$ cat src/rtl/act_sequencer_if.sv
// Job/strobe bundle between a controller and the activation sequencer.
// Master drives the job request; slave drives the buffer strobes.
interface act_sequencer_if #(
  parameter int AW = 8,
  parameter int CW = 9
);
  logic          start;
  logic [AW-1:0] src_base;
  logic [AW-1:0] dst_base;
  logic [CW-1:0] row_count;
  logic          abort;
  logic          acc_rd_en;
  logic [AW-1:0] acc_rd_addr;
  logic          relu_en;
  logic          ub_wr_en;
  logic [AW-1:0] ub_wr_addr;
  logic          busy;
  logic          done;
  logic [CW-1:0] rows_written;

  modport master (
    output start, src_base, dst_base,
    output row_count, abort,
    input  acc_rd_en, acc_rd_addr,
    input  relu_en, ub_wr_en, ub_wr_addr,
    input  busy, done, rows_written
  );

  modport slave (
    input  start, src_base, dst_base,
    input  row_count, abort,
    output acc_rd_en, acc_rd_addr,
    output relu_en, ub_wr_en, ub_wr_addr,
    output busy, done, rows_written
  );
endinterface

$ cat src/rtl/act_sequencer.sv
// Streams rows accumulator -> ReLU -> unified buffer,
// one row per cycle, two-cycle issue-to-write latency.
module act_sequencer #(
  parameter int ADDR_WIDTH = 8,
  parameter int CNT_WIDTH  = 9
) (
  input logic           clk,
  input logic           reset,
  act_sequencer_if.slave bus
);

  typedef enum logic [1:0] {
    S_IDLE,
    S_ISSUE,
    S_DRAIN,
    S_DONE
  } state_t;

  state_t                r_state;
  logic [ADDR_WIDTH-1:0] r_rd_addr;
  logic [ADDR_WIDTH-1:0] r_wr_ptr;
  logic [ADDR_WIDTH-1:0] r_a1;
  logic [ADDR_WIDTH-1:0] r_a2;
  logic                  r_v1;
  logic                  r_v2;
  logic [CNT_WIDTH-1:0]  r_left;
  logic [CNT_WIDTH-1:0]  r_rows;
  logic                  w_issue;

  // abort must suppress the read in the very cycle it is seen
  assign w_issue = (r_state == S_ISSUE) && !bus.abort;

  // FSM, address counters and relu/write pipeline
  always_ff @(posedge clk or negedge reset) begin
    if (!reset) begin
      r_state   <= S_IDLE;
      r_rd_addr <= '0;
      r_wr_ptr  <= '0;
      r_a1      <= '0;
      r_a2      <= '0;
      r_v1      <= 1'b0;
      r_v2      <= 1'b0;
      r_left    <= '0;
      r_rows    <= '0;
    end else begin
      r_v1 <= w_issue;
      r_v2 <= r_v1;
      r_a2 <= r_a1;
      if (r_v2)
        r_rows <= r_rows + 1'b1;
      if (w_issue) begin
        r_a1      <= r_wr_ptr;
        r_rd_addr <= r_rd_addr + 1'b1;
        r_wr_ptr  <= r_wr_ptr + 1'b1;
        r_left    <= r_left - 1'b1;
      end
      unique case (r_state)
        S_IDLE: begin
          if (bus.start) begin
            r_rows <= '0;
            if (bus.row_count != '0) begin
              r_rd_addr <= bus.src_base;
              r_wr_ptr  <= bus.dst_base;
              r_left    <= bus.row_count;
              r_state   <= S_ISSUE;
            end else begin
              r_state <= S_DONE;
            end
          end
        end
        S_ISSUE: begin
          if (bus.abort || r_left == CNT_WIDTH'(1))
            r_state <= S_DRAIN;
        end
        S_DRAIN: begin
          // relu stage empty => last write lands this cycle
          if (!r_v1)
            r_state <= S_DONE;
        end
        S_DONE: begin
          r_state <= S_IDLE;
        end
        default: begin
          r_state <= S_IDLE;
        end
      endcase
    end
  end

  assign bus.acc_rd_en    = w_issue;
  assign bus.acc_rd_addr  = r_rd_addr;
  assign bus.relu_en      = r_v1;
  assign bus.ub_wr_en     = r_v2;
  assign bus.ub_wr_addr   = r_a2;
  assign bus.busy         = (r_state == S_ISSUE) ||
                            (r_state == S_DRAIN);
  assign bus.done         = (r_state == S_DONE);
  assign bus.rows_written = r_rows;

endmodule

$ cat src/flat_wrapper.sv
// flat-port wrapper written by rule: the top's interface ports become plain ports
module act_sequencer_flat 
#(
  parameter int ADDR_WIDTH = 8,
  parameter int CNT_WIDTH  = 9
)
  (clk, reset, bus_start, bus_src_base, bus_dst_base, bus_row_count, bus_abort, bus_acc_rd_en, bus_acc_rd_addr, bus_relu_en, bus_ub_wr_en, bus_ub_wr_addr, bus_busy, bus_done, bus_rows_written);
  act_sequencer_if #(.AW(8), .CW(9)) bus_i ();
  input logic clk;
  input logic reset;
  input wire logic [$bits(bus_i.start)-1:0] bus_start;
  input wire logic [$bits(bus_i.src_base)-1:0] bus_src_base;
  input wire logic [$bits(bus_i.dst_base)-1:0] bus_dst_base;
  input wire logic [$bits(bus_i.row_count)-1:0] bus_row_count;
  input wire logic [$bits(bus_i.abort)-1:0] bus_abort;
  output wire logic [$bits(bus_i.acc_rd_en)-1:0] bus_acc_rd_en;
  output wire logic [$bits(bus_i.acc_rd_addr)-1:0] bus_acc_rd_addr;
  output wire logic [$bits(bus_i.relu_en)-1:0] bus_relu_en;
  output wire logic [$bits(bus_i.ub_wr_en)-1:0] bus_ub_wr_en;
  output wire logic [$bits(bus_i.ub_wr_addr)-1:0] bus_ub_wr_addr;
  output wire logic [$bits(bus_i.busy)-1:0] bus_busy;
  output wire logic [$bits(bus_i.done)-1:0] bus_done;
  output wire logic [$bits(bus_i.rows_written)-1:0] bus_rows_written;
  assign bus_i.start = bus_start;
  assign bus_i.src_base = bus_src_base;
  assign bus_i.dst_base = bus_dst_base;
  assign bus_i.row_count = bus_row_count;
  assign bus_i.abort = bus_abort;
  assign bus_acc_rd_en = bus_i.acc_rd_en;
  assign bus_acc_rd_addr = bus_i.acc_rd_addr;
  assign bus_relu_en = bus_i.relu_en;
  assign bus_ub_wr_en = bus_i.ub_wr_en;
  assign bus_ub_wr_addr = bus_i.ub_wr_addr;
  assign bus_busy = bus_i.busy;
  assign bus_done = bus_i.done;
  assign bus_rows_written = bus_i.rows_written;
  act_sequencer #(.ADDR_WIDTH(ADDR_WIDTH), .CNT_WIDTH(CNT_WIDTH)) u_core (.clk(clk), .reset(reset), .bus(bus_i));
endmodule
$ cat config.mk
export PLATFORM = sky130hd
export DESIGN_NAME = act_sequencer_flat
export DESIGN_NICKNAME = d
export VERILOG_FILES = /design/src/rtl/act_sequencer_if.sv /design/src/rtl/act_sequencer.sv /design/src/flat_wrapper.sv
export SDC_FILE = /design/constraint.sdc
export NUM_CORES = 1
export LEC_CHECK = 0
export CAP_MARGIN = 20
export CORE_MARGIN = 3
export CORE_UTILIZATION = 47
export CTS_BUF_LIST = sky130_fd_sc_hd__clkbuf_8
export CTS_CLUSTER_SIZE = 8
export DETAILED_ROUTE_END_ITERATION = 10
export HOLD_SLACK_MARGIN = 0.03
export PLACE_DENSITY = 0.79
export REMOVE_ABC_BUFFERS = 1
export SYNTH_ARGS = -nofsm -noshare
export SYNTH_HDL_FRONTEND = slang
export SYNTH_SLANG_ARGS = --single-unit
$ cat constraint.sdc
create_clock -name clk -period 1.6 [get_ports clk]
set_input_delay 0.32 -clock clk [delete_from_list [all_inputs] [get_ports clk]]
set_output_delay 0.32 -clock clk [all_outputs]
set_load 0.005 [all_outputs]
==> results of run 1 <==
-- how the worst max path moves through the flow --
| stage | cells past startpoint | to | start |
|---|---|---|---|
| after detailed placement | 4 | bus_acc_rd_en | bus_abort |
| after global routing | 7 | u_core.r_left[8] | u_core.r_state[1] |
| final | 4 | u_core.r_state[1] | u_core.r_left[4] |
| after CTS | 4 | u_core.r_state[1] | u_core.r_left[4] |
| after floorplan | 5 | u_core.bus.acc_rd_addr[7] | u_core.r_state[0] |
| after global placement | 4 | bus_acc_rd_en | bus_abort |
-- area by class of cell --
class,instances,share of cell area [%]
clock inverter,2,0.294
multi-input combinational,187,32.4
clock buffer,5,1.79
inverter,8,0.848
sequential,54,35.3
timing repair buffer,103,27.1
tap,70,2.28
-- routing by layer --
layer / routed length, um / vias up / track usage (%) / part of all wire (%)
met4: 189 / 0 / 7.09 / 2.8
met1: 2730 / 1085 / 24.7 / 40
met3: 392 / 20 / 4.29 / 5.8
li1: - / 1069 / - / -
met2: 3450 / 82 / 33.4 / 51
met5: 0 / - / 0 / 0
-- critical path: stages, from the launching register on --
cell and delay [ns]:
sky130_fd_sc_hd__dfrtp_1 0.38, sky130_fd_sc_hd__or4_4 0.57, sky130_fd_sc_hd__nor4_4 0.16, sky130_fd_sc_hd__o21ai_2 0.10
sky130_fd_sc_hd__mux2_4 0.30
-- cells by family after synthesis --
kind of cell | after synthesis | share of synthesized area, %
flops | 54 | 52.6
mux | 5 | 2.14
buf+inv | 19 | 3.12
compound gates | 37 | 7.60
xor+xnor | 26 | 8.87
fa+ha+maj | 10 | 4.87
simple gates | 109 | 20.8
-- cell usage in the layout, fill, tap and decap left out, types with 7 or more instances in the layout --
cell,netlist,layout
sky130_fd_sc_hd__buf_4,0,33
sky130_fd_sc_hd__clkdlybuf4s50_1,0,51
sky130_fd_sc_hd__dfrtp_1,54,52
sky130_fd_sc_hd__ha_1,10,8
sky130_fd_sc_hd__nand2_1,58,57
sky130_fd_sc_hd__nand4_1,10,10
sky130_fd_sc_hd__nor2_1,11,10
sky130_fd_sc_hd__o21ai_0,9,7
sky130_fd_sc_hd__o21ai_1,19,20
sky130_fd_sc_hd__xnor2_1,12,12
sky130_fd_sc_hd__xor2_1,14,14
-- per-stage QoR --
| step | total power (uW) | setup slack [ns] | instance area [sq um] | instances | utilization [%] |
|---|---|---|---|---|---|
| 4_1_cts | 5790 | -0.0324 | 3560 | 414 | 68.4 |
| 6_report | 6360 | -0.00927 | 3840 | 429 | 73.7 |
| 2_1_floorplan | 3580 | -1.14 | 2520 | 249 | - |
| 3_3_place_gp | 4740 | -0.251 | 3380 | 398 | 64.9 |
| 5_1_grt | 6760 | -0.0672 | 3840 | 429 | 73.7 |
| 3_5_place_dp | 4860 | -0.248 | 3380 | 398 | 64.9 |
-- power by group --
| group | leakage, uW | internal, uW | total, uW | switching, uW |
|---|---|---|---|---|
| Combinational | 0.000979 | 1820 | 3250 | 1440 |
| Clock | 0.0000414 | 295 | 728 | 433 |
| Sequential | 0.000685 | 1910 | 2380 | 474 |
-- what timing repair did --
item / CTS / global route
endpoints found under the setup margin: 23 / 27
gates resized for setup: 17 / 28
endpoints found under the hold margin: 54 / 0
pin swaps: 4 / 7
setup buffers: 8 / 11
gates cloned: 0 / 4
hold buffers: 1 / 0
-- registers in the layout, indices dropped and copies added (netlist names) --
name                     count
u_core.bus.acc_rd_addr       8
u_core.bus.relu_en           1
u_core.bus.rows_written      9
u_core.bus.ub_wr_addr        8
u_core.bus.ub_wr_en          1
u_core.r_a1                  8
u_core.r_left                9
u_core.r_state               2
u_core.r_wr_ptr              8
==> results.txt, run 1 <==
The tightest hold margin came out at 0.317 ns. The number of distinct standard cells referenced by the synthesized netlist is 35. After detailed routing, the number of remaining DRC violations is 0. In this run the worst hold path is classified as in -> reg. Summed over all layers, the global routing overflow is 0. The number of slew-limit violations in the final report came to 0. Of the cells placed in the final design, the portion with a size suffix greater than 1 is 22.8%. IR analysis of the VDD net gives a maximum drop of 0.876 mV.

The share of the yosys chip area belonging to registers came out at 52.6%. The root buffer cell chosen for the clock tree is sky130_fd_sc_hd__clkbuf_8. The total half-perimeter wirelength after legalization and detailed placement came out at 3.96 mm. The final count of hold timing violations is 0. The checks that failed: setup timing. The H-tree generated during clock tree synthesis spans 2 levels. The core box area came out at 5200 sq um. The destination of the worst hold path is u_core.r_left[8]. During I/O placement, the number of pins put on the boundary was 59. The maximum net fanout on the critical path is 2. The tool flagged a number of max-cap violations equal to 0.

The overall die width came out at 79.9 um. Synthesis inferred 54 register bits. The setup TNS after final layout came out at -0.0168 ns. The die area is 6390 sq um. The clock-pin slew reported for the worst setup and hold paths after clock tree synthesis is 0.09 ns. The headroom to the max-slew limit is 77.4%. The share of the clock period used by the worst path after layout is 101%. The clock tree from TritonCTS is yes. The number of enable-type register cells in the synthesized netlist came out at 0.

The TritonCTS buffer count is 5. The count of vias placed by the detailed router is 2,256. The y dimension of the die came out at 79.9 um. Setup repair after global routing could not meet its margin everywhere. Timing would allow up to 0.621 GHz.

The warning count from the yosys run came out at 0. In this run the tool buffered the top-level ports with 58 buffer cells. The total of fill cells in the finished design came out at 367. In this run the core area contains 26 standard-cell rows. The proportion of synthesized flip-flops having asynchronous set or reset is 100%. The minimum clock period after layout is 1.61 ns. The startpoint identified for the worst register-to-register timing path is u_core.r_left[4]. The total routing resource utilization after global routing came out at 19.7%. The post-synthesis to final-layout area growth is 49.4%. The DRC marker count from the first detailed-route iteration is 113. STA classifies the critical path startpoint as a register. The top cell type's share of synthesized area is 52.6%. The repair_antennas step left the layout with diodes totalling 0. In the post-route analysis, the smallest setup slack over all paths is -0.00927 ns. The insertion delay of the later-clocked pin in the worst-skew pair is 0.31 ns. The number of global-route vias before repair is 2,185. The count of final setup violators is 2.

The number of instances in the synthesized netlist is 260. The register-to-register setup slack came out at -0.009 ns. The run finished, with violations left. The length in cells of the worst reg-to-reg path came out at 4. For the final database, setup skew stands at 0.00948 ns.

The multi-input combinational cells in the finished layout cover a total of 1240 sq um. The count of antenna-violating nets left after detailed routing is 0. The worst register-to-register path ends at u_core.r_state[1]. The buffer depth of the longest clock path came out at 2. In the synthesized netlist the dominant register cell turns out to be sky130_fd_sc_hd__dfrtp_1.

The last weighted congestion value of the routability-driven placer is 0.762. The first-pass detailed-route iteration total came out at 4. The commonest cells after synthesis are sky130_fd_sc_hd__nand2_1, sky130_fd_sc_hd__dfrtp_1, sky130_fd_sc_hd__o21ai_1. The critical path in this run is classified as reg -> reg. The power per unit of standard cell area came out at 1660 nW/um^2. The required time of the critical path came out at 1.80 ns. The area taken by flip-flops and latches is 1350 sq um.

The sink count of the clock tree came out at 54. Summing every instance area after synthesis gives 2570 sq um. In the final design database the tool counted 398 nets. The post-detailed-route wirelength per cell is 15.8 um. STA classifies the critical path endpoint as a register. Yosys attributes the largest share of cell area to sky130_fd_sc_hd__dfrtp_1, sky130_fd_sc_hd__nand2_1, sky130_fd_sc_hd__ha_1. The average instance in the mapped netlist occupies 9.87 sq um. The source of the worst hold timing path is bus_row_count[8]. The ratio of routed vias to standard cells came out at 5.26.

The data arrival time at the worst-slack endpoint came out at 1.81 ns. The initial utilization of the core area, before any placement, comes to 49.3%. The largest total area in the synthesized netlist belongs to sky130_fd_sc_hd__dfrtp_1. The maximum number of pins on one net before global-route repair is 55. The most frequent cell after synthesis is sky130_fd_sc_hd__nand2_1. The initial antenna violation count is 0.

The routed design has 6.77 mm of wire. The worst hold path passes through 3 cells. For the pin with the worst max-slew slack, the measured transition is 0.337 ns. The wire length of the first global-routing pass came out at 9.88 mm. The leakage power summed over all cells is 0.00170 uW.
Note: power is estimated with default switching activity, not from simulation.
==> run 2: changes to the inputs <==
--- a/config.mk
+++ b/config.mk
@@ -11,7 +11,6 @@
 export CTS_BUF_LIST = sky130_fd_sc_hd__clkbuf_8
 export CTS_CLUSTER_SIZE = 8
 export DETAILED_ROUTE_END_ITERATION = 10
-export HOLD_SLACK_MARGIN = 0.03
 export PLACE_DENSITY = 0.79
 export REMOVE_ABC_BUFFERS = 1
 export SYNTH_ARGS = -nofsm -noshare
==> results.txt, run 2 (same netlist as run 1, synthesis figures left out) <==
The run finished, with violations left. The final reports fail on hold timing, setup timing. The global routing met2 resource utilization came out at 33.3% (-0.17 points).

The power per unit of standard cell area came out at 1660 nW/um^2 (+0.21%). The post-synthesis to final-layout area growth is 49.0%. The boundary pin count came to 59 (unchanged). Setup repair after global routing could not meet its margin everywhere. The total wire length came out at 6.75 mm (-0.21%).

The share of the clock period used by the worst path after layout came out at 101% (about the same). The net switching power figure is 2340 uW (about the same). The layer flagged by global routing as most heavily used is met2. The tightest hold margin was -0.00737 ns (-0.324 ns). The length in cells of the worst reg-to-reg path is 4 (unchanged). The headroom to the max-slew limit is 77.4% (unchanged). The final count of hold timing violations is 4 (+4).

The initial antenna violation count came out at 0 (unchanged). The data arrival time at the worst-slack endpoint was 1.81 ns (about the same). The worst-case setup margin in the final layout is -0.00928 ns (-0.0000174 ns). The upper clock frequency limit came out at 0.621 GHz (about the same). The final net count came out at 397 (-0.25%). Tracing the worst setup path back leads to its startpoint at u_core.r_left[4].

The setup path with the least slack is of type reg -> reg. The count of final setup violators came out at 2 (unchanged). The insertion delay of the later-clocked pin in the worst-skew pair came out at 0.31 ns (about the same).

The met3 usage in global routing came to 4.29% (unchanged). The starting density of the core came out at 49.3% (unchanged). The count of antenna-violating nets left after detailed routing came out at 0 (unchanged).

The y dimension of the die came out at 79.9 um (unchanged). The wire length of the first global-routing pass is 9.85 mm (-0.27%). The combinational share of power is 51.1% (about the same). The launch point of the worst reg-to-reg path is u_core.r_left[4]. The remaining design rule violation count came to 0 (unchanged). The internal power consumption is 4020 uW (about the same).

The register-to-register setup slack came out at -0.009 ns (about the same). The TritonCTS buffer count was 5 (unchanged). The number of global-route vias before repair came out at 2,176 (-0.41%). The last weighted congestion value of the routability-driven placer came out at 0.762 (unchanged). The non-filler instance count after layout came out at 428 (-0.23%). The ratio of routed vias to standard cells came to 5.25 (about the same). The global-route congestion overflow total was 0 (unchanged). The worst setup skew after layout is 0.00948 ns (unchanged).

The buffer depth of the longest clock path came out at 2 (unchanged). The required time of the critical path is 1.80 ns (about the same). The worst stage delay on the critical path came to 0.57 ns (about the same).

The leakage power summed over all cells is 0.00170 uW (-0.25%). The sink count of the clock tree came out at 54 (unchanged). The DRC marker count from the first detailed-route iteration came out at 117 (+3.5%).

The worst setup path is launched from a register. The first-pass detailed-route iteration total came out at 4 (unchanged). The library cells used most frequently in the layout, excluding fill and tap cells, are sky130_fd_sc_hd__nand2_1, sky130_fd_sc_hd__dfrtp_1, sky130_fd_sc_hd__clkdlybuf4s50_1. The sequential power share came out at 37.5% (about the same).

The total of hold buffers inserted after clock tree synthesis is 0 (-1). The total half-perimeter wirelength after legalization and detailed placement is 3.96 mm (unchanged). The total placed cells including tap cells came out at 398 (unchanged).

The leading cell type in the layout, fill and taps excluded is sky130_fd_sc_hd__nand2_1. The maximum number of pins on one net before global-route repair was 55 (unchanged). The minimum clock period after layout came out at 1.61 ns (+0.0000174 ns). The library cell used as clock root buffer is sky130_fd_sc_hd__clkbuf_8. The count of vias placed by the detailed router came to 2,249 (-0.31%). The critical path endpoint is u_core.r_state[1]. The worst setup path is captured at a register. TritonCTS built the clock tree. Among all stages on the critical path, the largest delay is contributed by sky130_fd_sc_hd__or4_4. The fraction of layout instances using a drive strength above 1 came out at 22.9% (+0.064 points). The core box area came out at 5200 sq um (unchanged). The maximum ir drop on the vdd rail is 0.876 mV (about the same). The switching power as a share of total power came to 36.8% (about the same).

The measured slew at the worst slew-check pin is 0.337 ns (unchanged). In this run the critical register-to-register path is captured at u_core.r_state[1]. The number of slew-limit violations in the final report is 0 (unchanged).

The die area came out at 6390 sq um (unchanged). The total routing resource utilization after global routing is 19.7% (-0.048 points). The type of the worst min-delay path is in -> async. The post-detailed-route wirelength per cell is 15.8 um (about the same).

The overall die width came out at 79.9 um (unchanged). The met1 track utilization from global routing is 24.7% (unchanged). The clock group share of total power was 11.5% (about the same). The antenna diode instance count is 0 (unchanged).

The critical path goes through or4_4 -> nor4_4 -> o21ai_2 -> mux2_4. The number of maximum-capacitance violations came to 0 (unchanged). The count of buffers inserted at the top-level ports is 58 (unchanged). The clock-pin slew reported for the worst setup and hold paths after clock tree synthesis came out at 0.09 ns (about the same).

The maximum net fanout on the critical path was 2 (unchanged). The placement row count is 26 (unchanged). The CTS H-tree depth came out at 2 (unchanged).
## run 2: how the worst min path moves through the flow
stage / end / cells after the start
finish: u_core.r_a1[7] / 2
global route: u_core.r_wr_ptr[1] / 2
CTS: u_core.r_a1[6] / 2
detailed placement: u_core.bus.ub_wr_addr[7] / 2
global placement: u_core.bus.ub_wr_addr[7] / 2
floorplan: u_core.bus.acc_rd_addr[0] / 0
## run 2: worst max-delay path, delay by kind of cell, from the launching register on
kind,cells,cell delay (ns)
AO/OA/AOI/OAI,1,0.10
AND/OR/NAND/NOR,2,0.73
multiplexers,1,0.30
flip-flops,1,0.38
## run 2: layout make-up
class | count | area (sq um)
Fill cell | 368 | 1380
Sequential cell | 54 | 1350
Multi-Input combinational cell | 187 | 1240
Timing Repair Buffer | 102 | 1030
Tap cell | 70 | 87.6
Clock buffer | 5 | 68.8
Inverter | 8 | 32.5
Clock inverter | 2 | 11.3
## run 2: power by group through the flow
stage	combinational (uW)	clock, uW	sequential, uW
after floorplan	1230	0	2360
after global placement	2360	0	2380
after detailed placement	2440	0	2420
after CTS	2680	738	2370
after global routing	3510	804	2440
final	3250	728	2380
## run 2: per-layer routing
layer	share of wire [%]	routed length [um]
met5	0	0
met2	51	3440
met4	2.8	189
met1	40	2730
met3	5.8	391
## run 2: stage by stage
stage | worst slack (ns) | utilization, % | setup TNS (ns) | instance area (sq um) | total power, uW
3_5_place_dp | -0.248 | 64.9 | -5.40 | 3380 | 4860
4_1_cts | -0.0324 | 68.2 | -0.0324 | 3550 | 5790
2_1_floorplan | -1.14 | - | -26.63 | 2520 | 3580
6_report | -0.00928 | 73.5 | -0.0170 | 3830 | 6360
5_1_grt | -0.0672 | 73.5 | -0.468 | 3830 | 6760
3_3_place_gp | -0.251 | 64.9 | -4.46 | 3380 | 4740
## run 2: timing repair
action | CTS | global route
gates cloned | 0 | 4
pin swaps | 4 | 7
gates resized for setup | 17 | 28
endpoints found under the setup margin | 23 | 27
buffers inserted | 8 | 11
